**src/rtl/program_loader_pkg.sv**
```systemverilog
// program_loader_pkg: shared widths, command/halt constants and loader state encoding
package program_loader_pkg;
  localparam int NB_DATA = 32;
  localparam int NB_BYTE = 8;
  localparam int N_ADDRESS = 64;
  localparam int NB_ADDR_IMEM = $clog2(N_ADDRESS);
  localparam logic [NB_BYTE-1:0] CMD_LOAD = 8'h4C;
  localparam logic [NB_DATA-1:0] HALT_WORD = 32'hFFFF_FFFF;
  typedef enum logic [1:0] {IDLE, LOAD, DONE} state_e;
endpackage

```
**src/rtl/program_loader_if.sv**
```systemverilog
// program_loader_if: UART byte input and instruction-memory write/status bundle
interface program_loader_if;
  import program_loader_pkg::*;
  logic [NB_BYTE-1:0] rx_data;
  logic rx_valid;
  logic imem_w_en;
  logic [NB_ADDR_IMEM-1:0] imem_w_addr;
  logic [NB_DATA-1:0] imem_w_data;
  logic pipe_hold;
  logic done;
  logic overflow;
  logic [NB_ADDR_IMEM:0] word_count;
  modport master (
    output rx_data, rx_valid,
    input imem_w_en, imem_w_addr, imem_w_data, pipe_hold, done, overflow, word_count
  );
  modport slave (
    input rx_data, rx_valid,
    output imem_w_en, imem_w_addr, imem_w_data, pipe_hold, done, overflow, word_count
  );
endinterface

```
**src/rtl/program_loader_word_assembler.sv**
```systemverilog
// program_loader_word_assembler: packs bytes big-endian into words, strobing on the 4th byte
module program_loader_word_assembler
  import program_loader_pkg::*;
(
  input  logic               clk_i,
  input  logic               rst_i,
  input  logic               en_i,
  input  logic [NB_BYTE-1:0] byte_i,
  output logic [NB_DATA-1:0] word_o,
  output logic               word_valid_o
);
  logic [1:0] cnt_q;
  logic [NB_DATA-NB_BYTE-1:0] sr_q;
  // the word is combinational so the top can register it on the 4th byte's edge
  assign word_o = {sr_q, byte_i};
  assign word_valid_o = en_i && cnt_q == 2'd3;
  always_ff @(posedge clk_i or posedge rst_i)
    if (rst_i) begin
      cnt_q <= '0;
      sr_q <= '0;
    end else if (en_i) begin
      cnt_q <= cnt_q + 2'd1;
      sr_q <= word_o[NB_DATA-NB_BYTE-1:0];
    end
endmodule

```
**src/rtl/program_loader.sv**
```systemverilog
// program_loader: loads a UART byte stream into instruction memory and holds the pipeline until HALT
module program_loader
  import program_loader_pkg::*;
(
  input logic             clk_i,
  input logic             rst_i,
  program_loader_if.slave bus
);
  state_e state_q, state_d;
  logic [NB_DATA-1:0] word;
  logic word_valid, halt, last, cmd, restart, stay_done;
  logic [NB_ADDR_IMEM-1:0] idx_q, w_addr_q;
  logic [NB_DATA-1:0] w_data_q;
  logic [NB_ADDR_IMEM:0] count_q;
  logic w_en_q, done_q, hold_q, overflow_q;
  program_loader_word_assembler u_asm (
    .clk_i        (clk_i),
    .rst_i        (rst_i),
    .en_i         (state_q == LOAD && bus.rx_valid),
    .byte_i       (bus.rx_data),
    .word_o       (word),
    .word_valid_o (word_valid)
  );
  assign cmd = bus.rx_valid && bus.rx_data == CMD_LOAD;
  assign halt = word == HALT_WORD;
  assign last = idx_q == NB_ADDR_IMEM'(N_ADDRESS - 1);
  assign restart = state_q == DONE && cmd;
  assign stay_done = state_q == DONE && state_d == DONE;
  always_comb begin
    state_d = state_q;
    if (state_q != LOAD) state_d = cmd ? LOAD : state_q;
    else if (word_valid && (halt || last)) state_d = DONE;
  end
  always_ff @(posedge clk_i or posedge rst_i)
    if (rst_i) state_q <= IDLE;
    else state_q <= state_d;
  // status flags trail the state by one edge so done/hold follow the HALT write cycle
  always_ff @(posedge clk_i or posedge rst_i)
    if (rst_i) begin
      w_en_q <= 1'b0;
      w_addr_q <= '0;
      w_data_q <= '0;
      idx_q <= '0;
      count_q <= '0;
      overflow_q <= 1'b0;
      done_q <= 1'b0;
      hold_q <= 1'b1;
    end else begin
      w_en_q <= word_valid;
      done_q <= stay_done;
      hold_q <= !stay_done;
      if (word_valid) begin
        w_addr_q <= idx_q;
        w_data_q <= word;
        idx_q <= idx_q + 1'b1;
        count_q <= count_q + 1'b1;
        overflow_q <= last && !halt;
      end
      if (restart) begin
        idx_q <= '0;
        count_q <= '0;
        overflow_q <= 1'b0;
      end
    end
  assign bus.imem_w_en = w_en_q;
  assign bus.imem_w_addr = w_addr_q;
  assign bus.imem_w_data = w_data_q;
  assign bus.pipe_hold = hold_q;
  assign bus.done = done_q;
  assign bus.overflow = overflow_q;
  assign bus.word_count = count_q;
endmodule

```
**src/flat_wrapper.sv**
```systemverilog
// flat-port wrapper written by rule: the top's interface ports become plain ports
module program_loader_flat import program_loader_pkg::*;
  (clk_i, rst_i, bus_rx_data, bus_rx_valid, bus_imem_w_en, bus_imem_w_addr, bus_imem_w_data, bus_pipe_hold, bus_done, bus_overflow, bus_word_count);
  program_loader_if bus_i ();
  input logic clk_i;
  input logic rst_i;
  input wire logic [$bits(bus_i.rx_data)-1:0] bus_rx_data;
  input wire logic [$bits(bus_i.rx_valid)-1:0] bus_rx_valid;
  output wire logic [$bits(bus_i.imem_w_en)-1:0] bus_imem_w_en;
  output wire logic [$bits(bus_i.imem_w_addr)-1:0] bus_imem_w_addr;
  output wire logic [$bits(bus_i.imem_w_data)-1:0] bus_imem_w_data;
  output wire logic [$bits(bus_i.pipe_hold)-1:0] bus_pipe_hold;
  output wire logic [$bits(bus_i.done)-1:0] bus_done;
  output wire logic [$bits(bus_i.overflow)-1:0] bus_overflow;
  output wire logic [$bits(bus_i.word_count)-1:0] bus_word_count;
  assign bus_i.rx_data = bus_rx_data;
  assign bus_i.rx_valid = bus_rx_valid;
  assign bus_imem_w_en = bus_i.imem_w_en;
  assign bus_imem_w_addr = bus_i.imem_w_addr;
  assign bus_imem_w_data = bus_i.imem_w_data;
  assign bus_pipe_hold = bus_i.pipe_hold;
  assign bus_done = bus_i.done;
  assign bus_overflow = bus_i.overflow;
  assign bus_word_count = bus_i.word_count;
  program_loader u_core (.clk_i(clk_i), .rst_i(rst_i), .bus(bus_i));
endmodule
```
**config.mk**
```make
export PLATFORM = sky130hd
export DESIGN_NAME = program_loader_flat
export DESIGN_NICKNAME = d
export VERILOG_FILES = /design/src/rtl/program_loader_pkg.sv /design/src/rtl/program_loader_if.sv /design/src/rtl/program_loader_word_assembler.sv /design/src/rtl/program_loader.sv /design/src/flat_wrapper.sv
export SDC_FILE = /design/constraint.sdc
export NUM_CORES = 1
export LEC_CHECK = 0
export BUFFER_PORTS_ARGS = -buffer_cell sky130_fd_sc_hd__buf_2
export CAP_MARGIN = 20
export CORE_MARGIN = 8
export CORE_UTILIZATION = 50
export CTS_BUF_LIST = sky130_fd_sc_hd__clkbuf_16
export DETAILED_ROUTE_END_ITERATION = 10
export GPL_ROUTABILITY_DRIVEN = 0
export PLACE_DENSITY = 0.79
export SETUP_SLACK_MARGIN = 0.4
export SKIP_LAST_GASP = 1
export SLEW_MARGIN = 20
export SYNTH_ARGS = -nofsm -noshare
export SYNTH_HDL_FRONTEND = slang
export SYNTH_SLANG_ARGS = --single-unit
```
**constraint.sdc**
```tcl
create_clock -name clk_i -period 3.45 [get_ports clk_i]
set_input_delay 0.1725 -clock clk_i [delete_from_list [all_inputs] [get_ports clk_i]]
set_output_delay 0.1725 -clock clk_i [all_outputs]
set_load 0.1 [all_outputs]
```
==> reports/results.txt <==
first-pass GRT wire length = 12000 um
Worst path slowest cell = inv_2
worst r2r src = u_core.u_asm.cnt_q[0]
syn_nets = 325
simple-gate area share of the yosys netlist = 22.2%
count leader, synth = nand2_1
Worst Hold Path EP = u_core.bus.imem_w_data[3]
Worst EP arrival = 2.15 ns
proportion of netlist area held by the largest area contributor = 61.5%
maximum clock rate = 0.527 GHz
final slew viol count = 0
critical setup path kind = flop to flop
Synth Warn # = 0
Synth area leader = dfrtp_1
Post-synth EDFFs = 0
Detailed Route WL = 7180 um
period utilisation layout = 55.0%
RSZ-0062 raised after global routing = no
Final Skew = 0.00568 ns
startpoint types = flop
die height = 97.7 um
vias in the first global route = 2487
vias per cell = 5.18
setup violators final = 0
initial antenna violation count = 0
Compound-Gate Fraction of Synth Area = 1.05%
Adder-Cell Fraction of Synth Area = 1.13%
ys async rst share = 100%
Crit path largest cell delay = 0.39 ns
Antenna Cells = 0
Ports = 60
Worst R2R Path Depth = 6
num rows = 29
critical-path cell list = ha_1, nand4b_4, inv_2, nand4_1, or3_1, a21oi_1
die area = 9540 um^2
post-place setup slack = 1.57 ns
Layout Nets = 388
syn avg cell area = 10.7 um^2
post-synthesis cell count = 311
gr usage total = 15.5%
hold path depth = 3
Hold Path Origin = bus_rx_data[3]
FF-to-FF setup slack = 1.55 ns
synthesized flop and latch total = 83
Clock Pin Slew Worst Setup and Hold Paths = 0.06 ns
DRC = 0
DRT Pass-1 Iters = 4
drt wl/cell = 15.8 um
actual slew at the worst max-slew pin = 0.756 ns
PortBufs = 59
CTS Buf Count = 9
fin worst setup slack = 1.55 ns
Initial Util = 52.2%
Seq/Total Area, Yosys = 62.3%
Synth cell types = 28
crit path capture type = flop
P&R area growth vs syn = 20.5%
outcome = complete, no violations
Sink Count = 83
via count = 2360
Antenna Violating Nets Remaining = 0
Mapped Area = 3330 um^2
pin count of the biggest net entering global routing = 47
maxcap violations = 0
Final Core Density = 62.9%
Hold WC Path Type = primary input to flop
worst skew pair latency = 0.33 ns
Synth Area in XOR/XNOR = 2.89%
Fin Setup TNS = 0 ns
Die W = 97.7 um
CTS max path bufs = 2
main flop type after synthesis = dfrtp_1
largest family of logic cells by synthesized area = simple AND/OR/NAND/NOR gates
H-tree depth = 3
Final min period = 1.90 ns
Iter 0 DRT Violations = 105
Post-synth top cells = 127 x nand2_1, 82 x dfrtp_1, 25 x mux2_2
CTS tree = yes
Crit path required time = 3.70 ns
Lkg Pwr = 2.30 nW
Final Hold Vio Count = 0
Synth area leaders = dfrtp_1 62%, nand2_1 14%, mux2_2 8.4%
Post-CTS Setup Bufs = 0
share of cells above drive strength 1 = 27.7%
reg2reg end = u_core.bus.word_count[6]
power per cell area = 648 nW/um^2
root buf cell = clkbuf_16
worst rel slew slack = 49.6%
Placeable Area = 6390 um^2
Max VDD drop = 452 uV
critical-path maximum fanout = 32
multiplexer area fraction after synthesis = 8.44%
detailed placer's ending HPWL = 4960 um
gr ovfl total = 0
[repair_timing]
| action | CTS | global route |
|---|---|---|
| hold endpoints to repair | 44 | 0 |
| gates resized for setup | 0 | 0 |
| setup endpoints to repair | 0 | 0 |
| hold buffers | 1 | 0 |
[how the worst max path moves through the flow]
stage                          startpoint  cells past startpoint  slack [ns]                  endpoint
finish              u_core.u_asm.cnt_q[0]                      6        1.55  u_core.bus.word_count[6]
global route        u_core.u_asm.cnt_q[0]                      6        1.36  u_core.bus.word_count[6]
detailed placement  u_core.u_asm.cnt_q[0]                      6        1.57  u_core.bus.word_count[6]
floorplan                           rst_i                      1        1.14           u_core.bus.done
global placement    u_core.u_asm.cnt_q[0]                      6        1.65  u_core.bus.word_count[6]
CTS                 u_core.u_asm.cnt_q[0]                      6        1.54  u_core.bus.word_count[6]
[final cells by class]
type                            instances  area, um^2
Clock buffer                            9         225
Clock inverter                          7        80.1
Timing Repair Buffer                   64         335
Fill cell                             513        2370
Sequential cell                        83        2080
Multi-Input combinational cell        213        1190
Inverter                                3        12.5
Tap cell                               77        96.3
[layer usage]
metal,global-route usage [%],up-vias,part of all wire (%)
met2,24.7,57,48
li1,-,1140,-
met4,6.06,0,1.4
met3,4.84,9,5.2
met1,18.9,1154,45
met5,0,-,0
[power breakdown]
part	total (mW)	switching, mW	internal [mW]
clock	0.980	0.358	0.622
sequential	1.22	0.121	1.10
combinational	0.400	0.277	0.124
[state kept, by name, summed over array words and instances (netlist names), 2 cells and up]
signal	flops
u_core.bus.imem_w_data	32
u_core.u_asm.sr_q	24
u_core.bus.word_count	7
u_core.bus.imem_w_addr	6
u_core.idx_q	6
u_core.state_q	2
u_core.u_asm.cnt_q	2
[layout by cell type (no fill, tap or decap)]
cell	netlist	final
a21oi_1	4	4
nand2_1	127	127
nor3b_1	1	1
bufinv_16	0	2
o211a_1	1	1
or3b_1	1	1
dfstp_2	1	1
nand3_1	4	4
dfrtp_1	82	82
xor2_1	8	8
or3_1	1	1
inv_2	1	1
clkbuf_16	0	9
inv_1	2	5
and3_1	3	3
nand4_1	10	10
mux2_2	25	25
clkinv_2	0	2
nand4b_4	1	1
ha_1	3	3
nand2b_1	3	3
buf_2	7	59
o21ai_0	1	1
nor2_1	10	10
nor3_1	2	2
dlygate4sd3_1	0	1
nor4_1	2	2
nor4b_4	1	1
nand3b_1	1	1
and2_1	1	1
buf_4	0	4
xnor2_1	3	3
[critical path, delay by kind of cell (launching register included)]
kind	cells	cell delay [ns]
compound gates	1	0.15
fa+ha+maj	1	0.20
flops	1	0.36
simple gates	3	0.71
buf+inv	1	0.39
[cells by family after synthesis]
group,after synthesis
xor gates and xnor gates,11
DFF,83
adders and majority gates,3
AOI/OAI and AO/OA,6
muxes,25
buffers and inverters,15
and+or+nand+nor,168
[per-stage QoR]
stage,hold WS (ns),area (um^2),power (mW),std cells
6_report,0.0816,4020,2.60,456
5_1_grt,0.0875,4020,2.70,456
4_1_cts,0.0702,4020,2.63,456
3_5_place_dp,0.328,3700,1.64,439
3_3_place_gp,0.323,3700,1.62,439
2_1_floorplan,0.278,3330,1.53,311
(Power assumes the default switching activity.)
